### src/rtl/fetch_queue.sv
// Instruction-fetch front end: credit-limited in-order requests to imem, prefetch FIFO
// of {pc, instr} toward decode, redirect flush with drop-counting of stale responses.
module fetch_queue #(
  parameter int PC_W  = 9,
  parameter int INS_W = 32,
  parameter int DEPTH = 4
) (
  input  logic                     clk,
  input  logic                     reset,
  input  logic                     redirect,
  input  logic [PC_W-1:0]          redirect_pc,
  output logic                     imem_req_valid,
  input  logic                     imem_req_ready,
  output logic [PC_W-1:0]          imem_req_addr,
  input  logic                     imem_rsp_valid,
  input  logic [INS_W-1:0]         imem_rsp_data,
  output logic                     if_valid,
  input  logic                     if_ready,
  output logic [PC_W-1:0]          if_pc,
  output logic [INS_W-1:0]         if_instr,
  output logic [$clog2(DEPTH):0]   inflight
);
  localparam int AW = $clog2(DEPTH);
  localparam int CW = AW + 1;

  typedef struct packed {
    logic [PC_W-1:0]  pc;
    logic [INS_W-1:0] instr;
  } entry_t;

  entry_t          mem [DEPTH];
  logic [AW-1:0]   wr_ptr, rd_ptr;
  logic [CW-1:0]   count, inf_q, drop_cnt;
  logic [PC_W-1:0] fetch_pc, rsp_pc, tgt;
  logic [CW:0]     credit_used;
  logic            empty, req_fire, rsp_acc, push, pop;

  assign tgt         = redirect_pc & ~PC_W'(3);
  assign empty       = (count == '0);
  assign credit_used = {1'b0, count} + {1'b0, inf_q};

  // Entries already buffered plus words still owed by memory may never exceed DEPTH,
  // so every accepted response always has a free FIFO slot.
  assign imem_req_valid = reset && !redirect && (credit_used < (CW+1)'(DEPTH));
  assign imem_req_addr  = fetch_pc;
  assign req_fire       = imem_req_valid && imem_req_ready;

  assign rsp_acc = imem_rsp_valid && (inf_q != '0);
  assign push    = rsp_acc && (drop_cnt == '0) && !redirect;

  assign if_valid = !empty && !redirect;
  assign if_pc    = empty ? '0 : mem[rd_ptr].pc;
  assign if_instr = empty ? '0 : mem[rd_ptr].instr;
  assign pop      = if_valid && if_ready;
  assign inflight = inf_q;

  always_ff @(posedge clk or negedge reset) begin
    if (!reset) begin
      fetch_pc <= '0;
      rsp_pc   <= '0;
      wr_ptr   <= '0;
      rd_ptr   <= '0;
      count    <= '0;
      inf_q    <= '0;
      drop_cnt <= '0;
    end else begin
      inf_q <= inf_q + CW'(req_fire) - CW'(rsp_acc);
      if (redirect) begin
        fetch_pc <= tgt;
        rsp_pc   <= tgt;
        wr_ptr   <= '0;
        rd_ptr   <= '0;
        count    <= '0;
        // Everything still owed by memory predates the redirect and must be discarded.
        drop_cnt <= inf_q - CW'(rsp_acc);
      end else begin
        if (req_fire) fetch_pc <= fetch_pc + PC_W'(4);
        if (rsp_acc && (drop_cnt != '0)) drop_cnt <= drop_cnt - CW'(1);
        if (push) begin
          wr_ptr <= wr_ptr + AW'(1);
          rsp_pc <= rsp_pc + PC_W'(4);
        end
        if (pop) rd_ptr <= rd_ptr + AW'(1);
        count <= count + CW'(push) - CW'(pop);
      end
    end
  end

  // Storage needs no reset: outputs are masked while the FIFO is empty.
  always_ff @(posedge clk) begin
    if (push) mem[wr_ptr] <= '{pc: rsp_pc, instr: imem_rsp_data};
  end
endmodule

### config.mk
export PLATFORM = sky130hd
export DESIGN_NAME = fetch_queue
export DESIGN_NICKNAME = d
export VERILOG_FILES = /design/src/rtl/fetch_queue.sv
export SDC_FILE = /design/constraint.sdc
export NUM_CORES = 1
export LEC_CHECK = 0
export CORE_AREA = 2 2 117 119
export DETAILED_ROUTE_END_ITERATION = 12
export DIE_AREA = 0 0 119 121
export GPL_ROUTABILITY_DRIVEN = 1
export PLACE_DENSITY = 0.83
export SETUP_SLACK_MARGIN = 0.05
export SLEW_MARGIN = 20
export SYNTH_ARGS = -nofsm -noshare
export SYNTH_HDL_FRONTEND = slang
export SYNTH_SLANG_ARGS = --single-unit
### constraint.sdc
create_clock -name clk -period 7.8 [get_ports clk]
set_clock_uncertainty 0.1 [all_clocks]
set_input_delay 1.17 -clock clk [delete_from_list [all_inputs] [get_ports clk]]
set_output_delay 1.17 -clock clk [all_outputs]
set_load 0.03 [all_outputs]
# Word level (Yosys, flattened, before mapping)

Memories as Yosys holds them, arrays and structs flattened.
Index checks and enable logic that the tools add are counted.

RAM bits: 164
Output and inout port bits: 55
Bits in registers: 31
Input bits: 47
Word-level logic and storage cells: 54
Memories: 1

Memories:

| memory | depth | bits a word | rd ports | clocked after memory_dff | wr ports | RTL line | text |
|---|---|---|---|---|---|---|---|
| mem    | 4     | 41          | 1        | 0                        | 1        | 31       | `entry_t mem [DEPTH];` |

Add/subtract/negate cells: 11
Order comparisons: 1
Multiplexer cells: 15
Reduce and logical (&&, ||, !) cells: 19

Operators by type and width:

| kind                  | number |
|---|---|
| $mux W9               | 5 |
| $mux W32              | 1 |
| $add A9 B3 Y9 const B | 2 |
| $logic_and A1 B1 Y1   | 9 |
| $mux W3               | 3 |
| $sub A3 B1 Y3         | 3 |
| $mux W2               | 4 |
| $reduce_bool A2 Y1    | 4 |
| $add A3 B1 Y3         | 2 |
| $logic_not A3 Y1      | 2 |
| $reduce_bool A3 Y1    | 2 |
| $add A2 B1 Y2 const B | 2 |
| $add A3 B3 Y4         | 1 |
| $lt A4 B3 Y1 const B  | 1 |
| $sub A3 B1 Y3 const B | 1 |
| $logic_not A1 Y1      | 2 |
| $mux W1               | 2 |

# Logic depth before layout (Yosys ltp)

Gate-level depths: netlist (run 1).

Word-level depth: 7
Gate-level depth with buffers: 13
Gate-level depth less buffers: 12

# Worst setup path before layout (run 1)

Ideal clock, no wire load.

Kind: input port to output port
Start: input port redirect
End: output port if_valid
Path slack: 4.517 ns
Data required time: 6.530 ns
Data arrival time: 2.013 ns
Cell stages on the path: 4
Cell sequence: clkbuf_1 -> inv_2 -> clkbuf_1 -> and2_1

Cells in the longest elaborated chain, start to end: 2

RTL lines:

| item                | RTL line | text |
|---|---|---|
| start, declared     | 10       | `input logic redirect,` |
| $logic_not A1 Y1    | 51       | `assign if_valid = !empty && !redirect;` |
| $logic_and A1 B1 Y1 | 51       |  |
| end, declared       | 17       | `output logic if_valid,` |

No other way between the ends.

# Final worst setup path (run 1)

Start: input port reset
End: output port imem_req_valid

Cells in the longest elaborated chain, start to end: 2

RTL lines:

| item                              | RTL line | text |
|---|---|---|
| start, declared                   | 9        | `input logic reset,` |
| $logic_and A1 B1 Y1 (2 in series) | 44       | `assign imem_req_valid = reset && !redirect && (credit_used < (CW+1)'(DEPTH));` |
| end, declared                     | 12       | `output logic imem_req_valid,` |

No other way between the ends.

==> results.cfg, run 1 <==
[run_status]
status = complete, no violations

[synthesis]
seq_area_frac_synth_pct = 70.8
netlist_area_um2 = 7570
synth_area_per_cell_um2 = 17.8
yosysUniqueCellTypes = 40
synth_edf_count = 156
yosys_register_bits = 183
ys.warnings.count = 0
ys_async_sr_fraction_pct = 14.8
ys.flop_type = edfxtp_1
synth_cells = 425

[finish]
final_cell_mix = 156 x edfxtp_1, 95 x clkdlybuf4s50_1, 40 x and2_1
fill_cells = 819
design_area_um2 = 9200
antennaDiodeCount = 0
layout_commonest_cell = edfxtp_1
syn2layout_area_growth_pct = 21.5
drive_above_1_share_pct = 15.1
nets = 587

[detailed_routing]
vias = 4000
post_drt_wl_per_cell_um = 18.7
detail_route.first_pass.iterations = 5
highest_layer = met4
vias_per_cell = 5.63
wl_um = 13300
drt-met1-wl_um = 5520
drcViolationCount = 0
met2_length_um = 6890
drt-initial-drc-count = 319
antenna_left = 0
wl_met3_um = 647

[clocking]
clk_path_buf_depth = 2
cts_buffers = 17
cts_htree_levels = 4
hold_buffers = 0
clkSlewWorstSetupHoldPaths_ps = 60
cts-root-buf = clkbuf_16
cts-resized-gates = 0
cts.sinks = 183
cts_tree = done
post-cts-setup-buffer-count = 0
clk_latency_ps = 420

[global_route]
overflow = 0
antenna_found_initial = 0
grt_pass1_vias = 4319
grt_pass1_wl_um = 21700
grt_max_degree = 42
grt_use_total_pct = 20.2

[worst_setup_path]
crit_fanout = 28
critPathKind = in -> out
end_kind = output pin
critical_path_required_ps = 6530
startpoint_type = input port
cp_data_arrival_time_ps = 3190

[floorplanning]
dieArea_um2 = 14400
die_w_um = 119
initial_core_util_pct = 57.9
row_count = 42
fp.dieH_um = 121
core_um2 = 13100
ios = 102

[power]
ir_drop_v = 0.000257
p_per_area_nw_per_um2 = 322
power_mw = 2.96
leakage_nw = 3.12

[sta]
fmax_mhz = 224
grt_setup_unrepaired = no
period_share_pct = 57.1
layout_min_cycle_time_ps = 4460
slew_headroom_pct = 28.3
setup_viol = 0
drv_slew = 0
setup-tns-final_ps = 0
worstMarginPinSlew_ps = 1080
hold_violations = 0

[placed_design]
portBuffers = 95
globalplace.congestion = 0.782
placed_cell_area_um2 = 8670
dpl.hpwl_um = 7960

[min_path]
hold_path_class = reg -> reg

[flow_run]
timing.max_cap.violations = 0
[synthesized netlist by cell type, types with 3 or more instances]
| library cell | n | area [um^2] |
|---|---|---|
| mux4_2 | 39 | 878 |
| or3_1 | 5 | 31.3 |
| xnor2_1 | 10 | 87.6 |
| dfrtp_1 | 27 | 676 |
| nand2_1 | 12 | 45.0 |
| nand3_1 | 16 | 80.1 |
| and2_1 | 44 | 275 |
| nor3_1 | 3 | 15.0 |
| nor2_1 | 11 | 41.3 |
| edfxtp_1 | 156 | 4680 |
| clkbuf_1 | 12 | 45.0 |
| xor2_1 | 6 | 52.6 |
| a21oi_1 | 5 | 25.0 |
| inv_1 | 14 | 52.6 |
| buf_2 | 4 | 20.0 |
| buf_4 | 4 | 30.0 |
| o21ai_0 | 8 | 40.0 |
| ha_1 | 16 | 200 |
[layout make-up]
class                           count  area [um^2]  area share, %
Multi-Input combinational cell    205         2040           22.2
Timing Repair Buffer               99          981           10.7
Sequential cell                   183         5360           58.3
Clock buffer                       25          475           5.17
Tap cell                          176          220           2.39
Clock inverter                      7         55.1          0.599
Inverter                           16         62.6          0.680
[sequential cells by signal (all words and copies together), names as in the netlist]
name / cells
imem_req_addr: 7
rd_ptr: 2
drop_cnt: 3
mem: 156
rsp_pc: 7
wr_ptr: 2
count: 3
inflight: 3
[logic make-up (layout without fill, tap and decap cells)]
logic type                 after synthesis  in the layout  share of synthesized area [%]
adders and majority gates               18             18                           3.17
xor gates and xnor gates                16             16                           1.85
other                                    1              4                         0.0495
DFF                                    183            183                           70.8
muxes                                   43             43                           12.2
buffers and inverters                   40            147                           2.48
AOI/OAI and AO/OA                       19             19                           1.57
and+or+nand+nor                        105            105                           7.92
[stage by stage]
stage / worst slack [ps] / hold slack [ps] / instances / utilization (%)
after floorplan: 4520 / 376 / 428 / -
after global placement: 3330 / 395 / 679 / 66.2
after detailed placement: 3320 / 409 / 679 / 66.2
after CTS: 3310 / 424 / 711 / 70.3
after global routing: 3230 / 458 / 711 / 70.3
final: 3340 / 425 / 711 / 70.3
[routing by layer]
layer | vias to the layer above | global-route usage [%]
met1 | 2045 | 25.4
met3 | 15 | 5.83
met2 | 130 | 33.9
met5 | - | 0
li1 | 1810 | -
met4 | 0 | 7.51
[final timing paths]
path	depth (start not counted)	start	end	slack, ps
min in group asynchronous	2	reset	imem_req_addr[7]	1030
min	0	rsp_pc[7]	mem[2][39]	430
max	5	reset	imem_req_valid	3340
max in group asynchronous	2	reset	rd_ptr[0]	6260
max reg2reg	11	inflight[2]	inflight[2]	4750
min reg2reg	0	rsp_pc[7]	mem[2][39]	430
[critical path, cell delays in order]
cell             delay [ps]
clkdlybuf4s50_1         450
buf_4                   340
nor4b_4                 310
and3_2                  230
clkdlybuf4s50_1         660
[where the power goes]
group | leakage [nW] | internal [mW] | switching, mW
Combinational | 1.13 | 0.460 | 0.521
Clock | 0.259 | 0.451 | 0.321
Sequential | 1.73 | 1.13 | 0.0781
Total | 3.12 | 2.04 | 0.920
Note: power is estimated with default switching activity, not from simulation.
==> run 2: changes to the inputs <==
- CORE_AREA: 2 2 117 119 -> 2 2 121 123
- DIE_AREA: 0 0 119 121 -> 0 0 123 125
- PLACE_DENSITY: 0.83 -> 0.79
- clock period: 7.8 -> 4.52 ns (I/O delays scaled with it)
==> results.cfg, run 2 (same netlist as run 1, synthesis figures left out) <==
[worst_setup_path]
crit_path_cell_trace = or3_1, buf_4, and2_1, clkdlybuf4s50_1
r2r-start = inflight[2]
startpoint_type = register
crit_fanout = 28
cp_data_arrival_time_ps = 2870
end_kind = output pin
cpPeakStageDelay_ps = 820
slowest_stage = or3_1
critPathKind = reg -> out
critical_path_required_ps = 3740
startpoint = count[1]

[sta]
fmax_mhz = 274
setup_viol = 0
setup-tns-final_ps = 0
drv_slew = 0
hold_violations = 0
period_share_pct = 80.7
grt_setup_unrepaired = no
layout_min_cycle_time_ps = 3650
slew_headroom_pct = 31.9
worstMarginPinSlew_ps = 1020

[floorplanning]
fp.dieH_um = 125
core_um2 = 14200
dieArea_um2 = 15400
ios = 102
die_w_um = 123
row_count = 44
initial_core_util_pct = 53.3

[detailed_routing]
vias_per_cell = 5.53
antenna_left = 0
drcViolationCount = 0
vias = 4011
drt-initial-drc-count = 317
wl_um = 14000
detail_route.first_pass.iterations = 5
post_drt_wl_per_cell_um = 19.3

[clocking]
cts.sinks = 183
cts_htree_levels = 4
cts-resized-gates = 0
clk_latency_ps = 420
hold_buffers = 0
post-cts-setup-buffer-count = 0
clk_path_buf_depth = 2
cts_tree = done
cts_buffers = 17
clkSlewWorstSetupHoldPaths_ps = 70
cts-root-buf = clkbuf_16

[global_route]
overflow = 0
grt_max_degree = 41
antenna_found_initial = 0
grt_pass1_vias = 4341
grt_use_total_pct = 20.0
grt_pass1_wl_um = 22600

[finish]
final_cell_mix = 156 x edfxtp_1, 95 x clkdlybuf4s50_1, 40 x and2_1
top_register = mem
regArea_um2 = 5360
nets = 593
final_util_pct = 65.8
layout_commonest_cell = edfxtp_1
syn2layout_area_growth_pct = 23.5
antennaDiodeCount = 0
fill_cells = 956
drive_above_1_share_pct = 17.2
largest_reg_flops = 156
multi_input_area_um2 = 2040

[placed_design]
globalplace.congestion = 0.766
portBuffers = 95
dpl.hpwl_um = 8840

[power]
leakage_nw = 3.17
clockPowerShare_pct = 28.7
p_int_mw = 3.68
seqPwrFrac_pct = 39.1
pwr-share-comb_pct = 32.2
ir_drop_v = 0.000375
p_per_area_nw_per_um2 = 569
p_sw_share_pct = 30.8
p_sw_mw = 1.64

[min_path]
hold_path_class = reg -> reg
min_from = rsp_pc[7]

[flow_run]
timing.max_cap.violations = 0

[run_status]
status = complete, no violations
## run 2: final timing paths
check,end,slack [ps],depth (start not counted)
max,if_instr[13],870,4
min,mem[3][39],440,0
max reg2reg,inflight[2],1450,11
min reg2reg,mem[3][39],440,0
max in group asynchronous,rd_ptr[0],3410,2
min in group asynchronous,imem_req_addr[2],620,2
## run 2: per-layer routing
layer	share of wire (%)	routed length, um	global-route usage [%]
met1	41	5750	25.4
met2	52	7310	33.7
met3	5.5	773	5.47
met4	1.2	171	5.88
met5	0	0	0
## run 2: final cells by class
type | instances | area share [%]
Inverter | 16 | 0.669
Multi-Input combinational cell | 205 | 21.8
Sequential cell | 183 | 57.4
Clock buffer | 20 | 4.67
Tap cell | 184 | 2.46
Timing Repair Buffer | 105 | 11.1
Clock inverter | 12 | 1.90
## run 2: critical path, delay by kind of cell (launching register included)
family | cells | cell delay (ps)
buffers and inverters | 2 | 1010
AND/OR/NAND/NOR | 2 | 990
flip-flops | 1 | 450
## run 2: through the flow
stage | area, um^2 | hold slack (ps) | worst slack (ps) | total power [mW] | instances
after global placement | 8730 | 395 | 1160 | 3.81 | 693
after CTS | 9350 | 439 | 810 | 5.37 | 725
after global routing | 9350 | 460 | 710 | 5.57 | 725
after floorplan | 7580 | 282 | 1510 | 3.22 | 428
final | 9350 | 435 | 870 | 5.32 | 725
after detailed placement | 8730 | 420 | 1130 | 3.85 | 693
## run 2: power groups by stage
stage	Sequential (mW)	Combinational (mW)	Clock (mW)
floorplan	2.10	1.12	0
global placement	2.11	1.71	0
detailed placement	2.12	1.74	0
CTS	2.08	1.74	1.54
global route	2.10	1.85	1.62
finish	2.08	1.71	1.52
